## config.mk

```make
export PLATFORM = sky130hd
export DESIGN_NAME = regfile_sequencer
export DESIGN_NICKNAME = d
export VERILOG_FILES = /design/src/rtl/regfile_sequencer.sv
export SDC_FILE = /design/constraint.sdc
export NUM_CORES = 1
export LEC_CHECK = 0
export BUFFER_PORTS_ARGS = -buffer_cell sky130_fd_sc_hd__buf_4
export CAP_MARGIN = 20
export CORE_MARGIN = 4
export CORE_UTILIZATION = 50
export DETAILED_ROUTE_END_ITERATION = 6
export GPL_TIMING_DRIVEN = 1
export PLACE_DENSITY_LB_ADDON = 0.2
export SLEW_MARGIN = 25
export SYNTH_ARGS = -nofsm -noshare
export SYNTH_HDL_FRONTEND = slang
export SYNTH_SLANG_ARGS = --single-unit
```

## constraint.sdc

```tcl
create_clock -name Clock -period 2.45 [get_ports Clock]
set_clock_uncertainty 0.05 [all_clocks]
set_input_delay 0.3675 -clock Clock [delete_from_list [all_inputs] [get_ports Clock]]
set_output_delay 0.3675 -clock Clock [all_outputs]
set_load 0.005 [all_outputs]
```

## src/rtl/regfile_sequencer.sv

```systemverilog
// Command sequencer for a T1..T4 / R1..R4 register file: issues one function per command
// and can read the target back afterwards, comparing it against the value the function should produce.
module regfile_sequencer #(
    parameter int unsigned CHECK_EN = 1
) (
    input  logic       Clock,
    input  logic       Reset,
    input  logic       cmd_valid,
    output logic       cmd_ready,
    input  logic [1:0] cmd_op,
    input  logic [2:0] cmd_reg,
    input  logic [7:0] cmd_data,
    input  logic       cmd_check,
    output logic       rsp_valid,
    input  logic       rsp_ready,
    output logic [7:0] rsp_data,
    output logic       rsp_err,
    output logic [7:0] I,
    output logic [1:0] FunSel,
    output logic [3:0] RSel,
    output logic [3:0] TSel,
    output logic [2:0] O1Sel,
    output logic [2:0] O2Sel,
    input  logic [7:0] O1
);

    typedef enum logic [2:0] {
        IDLE  = 3'd0,
        PRE   = 3'd1,
        APPLY = 3'd2,
        POST  = 3'd3,
        RESP  = 3'd4
    } state_t;

    state_t      state_r;
    logic [1:0]  op_r;
    logic [2:0]  reg_r;
    logic [7:0]  data_r;
    logic        chk_r;
    logic [7:0]  pre_r;
    logic        check_s;

    // Value the target must hold after the function; wraps modulo 256.
    function automatic logic [7:0] expected_value(input logic [1:0] op,
                                                  input logic [7:0] data,
                                                  input logic [7:0] pre);
        logic [7:0] result;
        case (op)
            2'b00:   result = pre - 8'd1;
            2'b01:   result = pre + 8'd1;
            2'b10:   result = data;
            2'b11:   result = 8'h00;
            default: result = 8'h00;
        endcase
        return result;
    endfunction

    // {RSel, TSel} with a single bit set for the addressed register (bit3 = x1 ... bit0 = x4).
    function automatic logic [7:0] enables_for(input logic [2:0] rg);
        logic [3:0] one_hot;
        one_hot = 4'b1000 >> rg[1:0];
        return rg[2] ? {one_hot, 4'b0000} : {4'b0000, one_hot};
    endfunction

    assign check_s = (CHECK_EN != 0) && cmd_check;
    assign O2Sel   = 3'b000;

    // Sequencer FSM; every interface output is a register so enables are glitch-free.
    always_ff @(posedge Clock or negedge Reset) begin
        if (!Reset) begin
            state_r   <= IDLE;
            op_r      <= 2'b00;
            reg_r     <= 3'b000;
            data_r    <= 8'h00;
            chk_r     <= 1'b0;
            pre_r     <= 8'h00;
            cmd_ready <= 1'b1;
            rsp_valid <= 1'b0;
            rsp_data  <= 8'h00;
            rsp_err   <= 1'b0;
            I         <= 8'h00;
            FunSel    <= 2'b00;
            RSel      <= 4'b0000;
            TSel      <= 4'b0000;
            O1Sel     <= 3'b000;
        end else begin
            case (state_r)
                IDLE: begin
                    if (cmd_valid) begin
                        op_r      <= cmd_op;
                        reg_r     <= cmd_reg;
                        data_r    <= cmd_data;
                        chk_r     <= check_s;
                        cmd_ready <= 1'b0;
                        // Inc/dec need the old value before the expected result is known.
                        if (check_s && !cmd_op[1]) begin
                            state_r <= PRE;
                            O1Sel   <= cmd_reg;
                        end else begin
                            state_r      <= APPLY;
                            FunSel       <= cmd_op;
                            I            <= cmd_data;
                            {RSel, TSel} <= enables_for(cmd_reg);
                        end
                    end
                end
                PRE: begin
                    pre_r        <= O1;
                    O1Sel        <= 3'b000;
                    state_r      <= APPLY;
                    FunSel       <= op_r;
                    I            <= data_r;
                    {RSel, TSel} <= enables_for(reg_r);
                end
                APPLY: begin
                    FunSel <= 2'b00;
                    I      <= 8'h00;
                    RSel   <= 4'b0000;
                    TSel   <= 4'b0000;
                    if (chk_r) begin
                        state_r <= POST;
                        O1Sel   <= reg_r;
                    end else begin
                        state_r   <= RESP;
                        rsp_valid <= 1'b1;
                        rsp_data  <= 8'h00;
                        rsp_err   <= 1'b0;
                    end
                end
                POST: begin
                    rsp_data  <= O1;
                    rsp_err   <= (O1 != expected_value(op_r, data_r, pre_r));
                    rsp_valid <= 1'b1;
                    O1Sel     <= 3'b000;
                    state_r   <= RESP;
                end
                RESP: begin
                    if (rsp_ready) begin
                        rsp_valid <= 1'b0;
                        cmd_ready <= 1'b1;
                        state_r   <= IDLE;
                    end
                end
                default: begin
                    state_r   <= IDLE;
                    cmd_ready <= 1'b1;
                    rsp_valid <= 1'b0;
                    FunSel    <= 2'b00;
                    I         <= 8'h00;
                    RSel      <= 4'b0000;
                    TSel      <= 4'b0000;
                    O1Sel     <= 3'b000;
                end
            endcase
        end
    end

endmodule

```

**Word level (Yosys, flattened, before mapping)**

Index checks and enable logic that the tools add are counted.

- Register bits after elaboration: 57
- Input bits: 26
- Output and inout bits: 35
- Word-level logic and storage cells: 87

- $add $sub $neg: 2
- Equality and inequality tests: 14
- Shifts and indexed selects: 2
- Multiplexer cells: 35
- Bitwise operators: 4
- Reductions and logical operators: 15

Operator list:

| kind | number |
|---|---|
| 8-bit two-way mux | 6 |
| 8-bit case mux with 4 select lines | 1 |
| 4-bit case mux with 3 select lines | 2 |
| 8-bit case mux with 3 select lines | 1 |
| 3-bit two-way mux | 6 |
| 4-bit two-way mux | 4 |
| 8-bit case mux with 2 select lines | 1 |
| 3-bit case mux with 5 select lines | 1 |
| 2-bit != test, second input constant | 6 |
| 3-bit case mux with 3 select lines | 1 |
| 3-bit AND reduction | 3 |
| 8-bit by 1-bit adder with 8-bit output, second input constant | 1 |
| 8-bit != test | 1 |
| 4-bit by 2-bit right shift with 4-bit output, first input constant | 2 |
| 8-bit by 1-bit subtractor with 8-bit output, second input constant | 1 |
| 3-bit by 2-bit equality test with 1-bit output, second input constant | 2 |
| 2-bit two-way mux | 3 |
| 2-bit case mux with 3 select lines | 1 |
| 2-bit AND reduction | 3 |
| 1-bit two-way mux | 5 |
| 2-bit equality test, second input constant | 2 |
| 1-bit inverter | 4 |
| 1-bit case mux with 4 select lines | 1 |
| 4-bit AND reduction | 1 |
| other kinds (12) | 13 |

**Longest topological paths before layout**

Gate-level depths: netlist of run 1.

- Depth in word-level cells: 5
- Gate-level depth with buffers: 9
- Mapped depth without buffers: 9

**Worst setup path after synthesis of run 1**

No wires, ideal clock.

- Kind: register -> register
- From: register op_r[1]
- To: register rsp_err
- Setup time: 0.133 ns
- Arrival: 2.308 ns
- Data required time: 2.267 ns
- Path slack: -0.041 ns
- Stages on the path, launching flop included: 10
- Path buffers: 0
- Period minus slack after synthesis: 2.491 ns
- Cell sequence: dfrtp_1 inv_1 nand2_1 fa_1 xor2_1 nor2_1 mux2_2 a221o_1 nor4_1 a31oi_1

- Longest elaborated chain between the ends: 5
- Elaborated cells between the ends (all ways): 8
- Those cells by class: eq/ne (4); mux (3); reduce/logical (1)

Ends and longest elaborated chain:

| what | RTL line | text |
|---|---|---|
| start: declaration | 36 | `logic [1:0] op_r;` |
| start signal: assignment | 90 | `op_r <= cmd_op;` |
| 2-bit equality test (tied with other cells) | 48 | `case (op)` |
| 8-bit case mux with 4 select lines (*) | 48 |  |
| 8-bit two-way mux (*) | 87 | `case (state_r)` |
| 8-bit != test (*) | 132 | `rsp_err <= (O1 != expected_value(op_r, data_r, pre_r));` |
| 1-bit case mux with 2 select lines (*) | 87 |  |
| end signal: assignment | 132 |  |
| end: declaration | 17 | `output logic rsp_err,` |

Every way passes the cells marked *; elsewhere a longest branch is shown, timed or not. The select of a mux whose other input is x is not followed.
A chain may end at the register's enable or synchronous reset.

**Final worst setup path of run 1**

Same ends and word-level chain as after synthesis.

==> results of run 1 <==
## worst register-to-register path, cell delays in order, from the launching register on
cell,delay (ps)
dfrtp_1,370
inv_1,80
nand2_2,90
buf_4,190
ha_4,300
or4b_1,440
o311ai_1,90
a211o_1,140
xor2_1,70
a311oi_2,220
a31oi_1,120
## cell usage in the layout (no fill, tap or decap), types with 9 or more instances in the layout
master     n
nand2b_1   9
a22oi_1   13
buf_4     68
clkbuf_8  10
a21oi_1   12
o21ai_1   10
mux2_2    17
dfrtp_1   56
nand2_1   29
a22o_1    15
## cells by family after synthesis
group,Yosys count
AO/OA/AOI/OAI,86
adder cells (fa/ha/maj),8
AND/OR/NAND/NOR,80
other,1
XOR/XNOR,10
multiplexers,25
flip-flops,57
buffers and inverters,25
## final cells by class
| class | instances | area (sq um) | area share, % |
|---|---|---|---|
| Clock inverter | 3 | 17.52 | 0.4633 |
| Inverter | 4 | 15.01 | 0.3971 |
| Tap cell | 75 | 93.84 | 2.482 |
| Multi-Input combinational cell | 212 | 1572 | 41.56 |
| Timing Repair Buffer | 68 | 510.5 | 13.50 |
| Sequential cell | 57 | 1428 | 37.76 |
| Clock buffer | 12 | 145.1 | 3.839 |
## through the flow
stage	std cells	power, W	setup WS [ps]
after floorplan	294	0.003677	25.91
after global placement	416	0.004392	128.8
after detailed placement	416	0.004488	55.28
after CTS	431	0.005260	32.36
after global routing	431	0.005828	29.66
final	431	0.005373	171.1
## worst max-delay path by stage
| stage | start | end | cells after the start |
|---|---|---|---|
| detailed placement | op_r[1] | rsp_err | 10 |
| global placement | op_r[1] | rsp_err | 9 |
| global route | op_r[1] | rsp_err | 11 |
| finish | op_r[1] | rsp_err | 10 |
| floorplan | op_r[1] | rsp_err | 9 |
| CTS | op_r[1] | rsp_err | 9 |
## power groups by stage
stage               combinational (W)  sequential [W]  clock [W]
global placement              0.00274         0.00165          0
floorplan                     0.00212         0.00156          0
global route                  0.00328         0.00173   0.000817
finish                        0.00295         0.00166   0.000756
detailed placement            0.00282         0.00167          0
CTS                           0.00284         0.00165   0.000769
## metal layers
metal | up-vias | track usage [%] | share of wire [%]
met2 | 76 | 29.55 | 44
li1 | 1190 | - | -
met3 | 9 | 3.992 | 5.8
met5 | - | 0 | 0
met4 | 0 | 8.924 | 1.6
met1 | 1179 | 29.83 | 48
## registers in the layout (all words and copies together), names as in the netlist
name / cells
data_r: 8
pre_r: 8
state_r: 3
FunSel: 2
O1Sel: 3
I: 8
reg_r: 3
rsp_valid: 1
rsp_data: 8
rsp_err: 1
RSel: 4
chk_r: 1
op_r: 2
TSel: 4
cmd_ready: 1
==> results, run 1 <==
- The run finished with clean final reports.
- The switching fraction of total power is 40.96%.
- The mux cell area share after synthesis is 9.028%.
- In this run the worst hold path is classified as in2async.
- The reported max-cap violation count is 0.
- The number of sinks driven by the clock tree is 57.
- For this run, the total global-route usage over all layers was measured as 20.45%.
- The latest clock arrival within the worst-skew pair is 330 ps.
- Once placement finished, the instance area stood at 3573 sq um.
- The endpoint identified for the worst register-to-register timing path is rsp_err.
- The synthesized-area fraction occupied by ao, oa, aoi and oai cells is 19.48%.
- Using the TritonRoute via totals, the vias-per-cell ratio works out to 5.694.
- The main flop type after synthesis is dfrtp_1.
- For this design the ratio of total power to cell area is 1421 nW/um^2.
- Traced cell by cell, the critical path runs through inv_1 > nand2_2 > buf_4 > ha_4 > or4b_1 > o311ai_1 > a211o_1 > xor2_1 > a311oi_2 > a31oi_1.
- The total iterations of the first detailed-routing run is 4.
- The area share of the leading cell type in the synthesized netlist is 45.55%.
- The most common cell in the synthesized netlist is dfrtp_1.
- Sorting the synthesized cells by area gives the leading types as dfrtp_1 (46%), mux2_2 (6.2%), a22o_1 (4.3%), nand2_1 (3.7%), a22oi_1 (3.2%).
- At the worst endpoint, the required time is 2600 ps.
- The dominant delay contributor by cell family on the critical path is compound AO/OA/AOI/OAI gates.
- The classification of the worst setup path is reg2reg.
- The worst slack on hold paths is 45.76 ps.
- Yosys printed 0 warnings.
- At the pin with the least slew margin, the transition time is 720.3 ps.
- Entering global routing, the biggest net connects 58 pins.
- STA puts the critical path data arrival time at 2430 ps.
- The TritonCTS clock tree is built.
- The share of the core filled with cells in the final layout is 63.49%.
- For this block, the initial DRC count from the detailed router was 102.
- For this run, the post-layout net count is 386.
- The CTS H-tree depth is 3.
- The worst register-to-register path has a depth of 10.
- VDD sags by at most 0.7121 mV.
- The number of cell rows is 28.
- In this run the remaining antenna-violating nets after routing total 0.
- During I/O placement, the number of pins put on the boundary was 61.
- The post-route clock period utilization is 93.02%.
- The share of total power in sequential cells is 31.0%.
- The startpoint of the worst-slack reg-to-reg timing path is op_r[1].
- The number of clock buffers inserted by TritonCTS is 9.
- Of the total power, the clock network draws 14.1%.
- Setup repair after global routing left no endpoint under its margin.
- The biggest area contributor in the post-synthesis netlist is dfrtp_1.
- Static timing analysis puts the maximum clock frequency at 0.4388 GHz.
- Clock-pin slew was measured on the worst setup and hold paths at 70 ps.
- Of the cells placed in the final design, the portion with a size suffix greater than 1 is 31.18%.
- The worst slew slack as a fraction of its limit is 51.98%.
- The sequential area share after synthesis is 46.40%.
- The final cell area excluding filler cells is 3781 sq um.
- The count of different cell masters after synthesis is 56.
- The area share of xor/xnor cells in the synthesized design is 2.847%.
- The count of state elements after synthesis is 57.
- The final estimated routing congestion in global placement is 0.8651.
- The area share of fa/ha/maj cells after synthesis is 3.497%.
- The setup slack on the worst flop-to-flop path is 170 ps.
- The slowest cell on the critical path is or4b_1.
- During placement, the flow inserted port buffers numbering 57.
- The worst setup path is captured at a flop.
- In the final routed layout, each cell accounts on average for 16.67 um.
- The routed layout has 2,454 vias.
- The wire length reported by the detailed router is 7183 um.
- The floorplan step defined a core boundary enclosing 5956 sq um.
- The average instance in the mapped netlist occupies 10.54 sq um.
- The area growth from synthesis to layout is 22.90%.
- The cell area after synthesis is 3077 sq um.
- For the finished layout, the period the worst path requires is 2279 ps.
- The total half-perimeter wirelength after legalization and detailed placement is 5025 um.
- The post-CTS setup buffer count is 0.
- The largest single stage delay on the critical path is 440 ps.
- The die covers 7473 sq um.
- The number of antenna violations at the first check in global routing is 0.
- The total overflow left after global routing is 0.
- Counting the fill cells in the layout gives 512.
- The number of global-route vias before repair came to 2,407.
- The first-pass GRT wire length is 11,910 um.
- Of the total synthesized cell area, the portion taken by AND, OR, NAND and NOR gates is 14.15%.
- The maximum fanout encountered on the critical timing path is 7.
- The worst setup path is launched from a flop.
- Measured along the y axis, the die boundary spans 86.45 um.
- The number of buffer and inverter stages on the critical path is 2.
- The final total negative setup slack is 0 ps.
- The floorplan step set the die width to 86.45 um.
- The tree is rooted in a clkbuf_8.
- The number of failing hold endpoints at the final stage was 0.
- In the routed design, unresolved DRC markers number 0.
- The initial utilization of the core area, before any placement, comes to 51.66%.
- The largest family of logic cells by synthesized area is compound AO/OA/AOI/OAI gates.
- The combinational fraction of design power is 54.9%.
- In this run the power spent charging and discharging nets is 0.002201 W.
- Summed over all cells, the static leakage comes to 1.697 nW.
- 0 antenna diodes ended up in the layout.
- The count of pins over their slew limit is 0.
- The share of synthesized flip-flops with an asynchronous set or reset is 100.0%.
- In the synthesized netlist, the cells that appear most often are dfrtp_1 (56), nand2_1 (30), mux2_2 (17).
- The total setup violations reported at the end of the flow is 0.
- The internal power component is 0.003173 W.
- No sink is reached through more buffers than the 2 on the longest clock path.
- Post-CTS repair changed the size of 0 cells.
- The count of flip-flops with a built-in enable after synthesis is 0.
- For this design, the CTS-stage hold fixing added 0 buffers.
- Synthesis produced a netlist whose cell count is 292.
(Power assumes the default switching activity.)
==> inputs of run 2 (changes only) <==
--- a/config.mk
+++ b/config.mk
@@ -5,10 +5,9 @@
 export SDC_FILE = /design/constraint.sdc
 export NUM_CORES = 1
 export LEC_CHECK = 0
-export BUFFER_PORTS_ARGS = -buffer_cell sky130_fd_sc_hd__buf_4
-export CAP_MARGIN = 20
+export BUFFER_PORTS_ARGS = -buffer_cell sky130_fd_sc_hd__buf_2
 export CORE_MARGIN = 4
-export CORE_UTILIZATION = 50
+export CORE_UTILIZATION = 52
 export DETAILED_ROUTE_END_ITERATION = 6
 export GPL_TIMING_DRIVEN = 1
 export PLACE_DENSITY_LB_ADDON = 0.2
==> constraint.sdc (replaced) <==
create_clock -name Clock -period 2.63 [get_ports Clock]
set_clock_uncertainty 0.05 [all_clocks]
set_input_delay 0.3945 -clock Clock [delete_from_list [all_inputs] [get_ports Clock]]
set_output_delay 0.3945 -clock Clock [all_outputs]
set_load 0.005 [all_outputs]
==> results, run 2 (synthesis results as in run 1) <==
- The run finished with clean final reports.
- The maximum frequency from static timing analysis is 0.3951 GHz (-10%).
- The final estimated routing congestion in global placement is 0.8141 (-5.9%).
- The first-pass GRT wire length was 11,710 um (-1.7%).
- The number of buffers inserted for hold repair after clock tree synthesis came to 0 (unchanged).
- The clock transition at the registers of the reported paths is 70 ps (about the same).
- The startpoint of the worst-slack reg-to-reg timing path is op_r[1].
- The endpoint identified for the worst register-to-register timing path is rsp_err.
- The number of sinks driven by the clock tree is 57 (unchanged).
- The slowest cell on the critical path is fa_1.
- The worst slack on hold paths is 146.5 ps (+100.7 ps).
- The worst slew slack as a fraction of its limit is 52.59% (+0.61 points).
- The total iterations of the first detailed-routing run is 4 (unchanged).
- The CTS H-tree depth is 3 (unchanged).
- The floorplan core area is 5608 sq um (-5.8%).
- The overall die width was 84.92 um (-1.8%).
- The worst hold path class is in2async.
- The timing startpoint of the critical path is op_r[1].
- The power density over the cells is 1330 nW/um^2 (-6.4%).
- The number of cells in the design after placement was 411 (-1.2%).
- The total track usage is 20.37% (-0.078 points).
- The via-per-instance ratio is 5.807 (+2.0%).
- The biggest cell delay along the critical path is 410 ps (-30 ps).
- The detail-routed net length per standard cell is 16.25 um (-2.5%).
- The total half-perimeter wirelength after legalization and detailed placement was 4849 um (-3.5%).
- The required time at the worst-slack endpoint was 2780 ps (+180 ps).
- In the layout the commonest cells are buf_2 (57), dfrtp_1 (56), nand2_1 (30).
- The total vias in the final route is 2,468 (+0.57%).
- TritonCTS built the clock tree.
- The post-route clock period utilization is 96.23% (+3.2 points).
- The maximum vdd drop came to 0.6844 mV (-3.9%).
- The shortest period the worst path allows came to 2531 ps (+251.9 ps).
- The wire length reported by the detailed router is 6906 um (-3.9%).
- The total DRC errors in the routed layout came to 0 (unchanged).
- The vertical extent of the die is 84.92 um (-1.8%).
- The static leakage power is 1.647 nW (-2.9%).
- The number of instances resized during post-cts repair is 0 (unchanged).
- The number of cell rows is 27 (-3.6%).
- The classification of the worst setup path is reg2reg.
- The final net count is 384 (-0.52%).
- The total setup violations reported at the end of the flow is 0 (unchanged).
- The top-level I/O count is 61 (unchanged).
- The number of antenna diodes is 0 (unchanged).
- The count of routing violations after the opening detailed-route iteration is 163 (+60%).
- The post-route non-filler standard cell count came to 425 (-1.4%).
- The maximum fanout encountered on the critical timing path is 3 (-4).
- In this run the clock root is driven by a clkbuf_8.
- The die footprint is 7211 sq um (-3.5%).
- The starting utilization of the core area is 54.86% (+3.2 points).
- The synthesis-to-layout area growth is 16.06%.
- The total power draw was 0.004751 W (-12%).
- The latest clock arrival within the worst-skew pair was 330 ps (about the same).
- The number of buffers on the longest clock path is 2 (unchanged).
- The maximum number of pins on one net before global-route repair is 58 (unchanged).
- The number of input and output port buffers inserted is 57 (unchanged).
- The type of origin of the critical path is a flop.
- The number of antenna violations at the first check in global routing is 0 (unchanged).
- The count of pins over their slew limit is 0 (unchanged).
- The actual transition at the worst max-transition pin is 711.2 ps (-9.180 ps).
- The number of antenna-violating nets in the routed design came to 0 (unchanged).
- The post-CTS setup buffer count was 0 (unchanged).
- The share of layout cells above drive strength 1 is 29.75% (-1.4 points).
- The number of cells traversed by the worst register-to-register path is 9 (-1).
- The critical path data arrival time is 2680 ps (+250 ps).
- The number of failing hold endpoints at the final stage came to 0 (unchanged).
- The reported max-cap violation count came to 0 (unchanged).
- The setup slack on the worst flop-to-flop path is 100 ps (-70 ps).
- The number of global-route vias before repair came to 2,410 (+0.12%).
- The library cell used most frequently in the layout, excluding fill and tap cells, is buf_2.
- Traced cell by cell, the critical path runs through inv_1 > nand2_1 > fa_1 > xor2_1 > nor2_1 > mux2_2 > a221o_1 > nor4_2 > a31oi_1.
- The overflow left after global routing is 0 (unchanged).
- The number of clock buffers inserted by TritonCTS is 9 (unchanged).
- STA classifies the critical path endpoint as a flop.
run 2: how the worst max path moves through the flow:
| stage | end | slack [ps] | cells past startpoint |
|---|---|---|---|
| floorplan | rsp_err | 140 | 9 |
| global placement | rsp_err | 300 | 9 |
| detailed placement | rsp_err | 210 | 9 |
| CTS | rsp_err | 120 | 9 |
| global route | rsp_err | -30 | 9 |
| finish | rsp_err | 100 | 9 |
run 2: per-layer routing:
metal | up-vias | GRT usage, % | part of all wire, %
li1 | 1191 | - | -
met1 | 1171 | 29.48 | 45
met2 | 92 | 29.89 | 44
met3 | 14 | 3.981 | 7.9
met4 | 0 | 8.489 | 2.4
met5 | - | 0 | 0
run 2: critical path: cells and delay by family, from the launching register on:
kind                       cells  cell delay (ps)
adders and majority gates      1              410
muxes                          1              330
AOI/OAI and AO/OA              2              430
buffers and inverters          1               70
and+or+nand+nor                3              540
xor gates and xnor gates       1              180
DFF                            1              370
run 2: report_power, final:
| group | internal (W) | switching (W) |
|---|---|---|
| logic | 0.00120 | 0.00136 |
| registers | 0.00123 | 0.000300 |
| clock network | 0.000326 | 0.000344 |
| total | 0.00275 | 0.00200 |
run 2: metrics by stage:
step	utilization, %	setup slack [ps]	cell area (sq um)	setup TNS, ps
4_1_cts	63.48	123.6	3560	0
2_1_floorplan	-	139.1	3084	0
3_5_place_dp	60.80	208.7	3410	0
5_1_grt	63.68	-27.96	3571	-27.96
3_3_place_gp	60.80	297.4	3410	0
6_report	63.68	99.15	3571	0
run 2: area by class of cell:
class / count / area [sq um]
fillers: 499 / 2037
multi-input cells: 212 / 1535
flip-flops and latches: 57 / 1428
repair buffers: 66 / 352.8
clock buffers: 10 / 127.6
well taps: 72 / 90.09
clock inverters: 4 / 22.52
inverters: 4 / 15.01
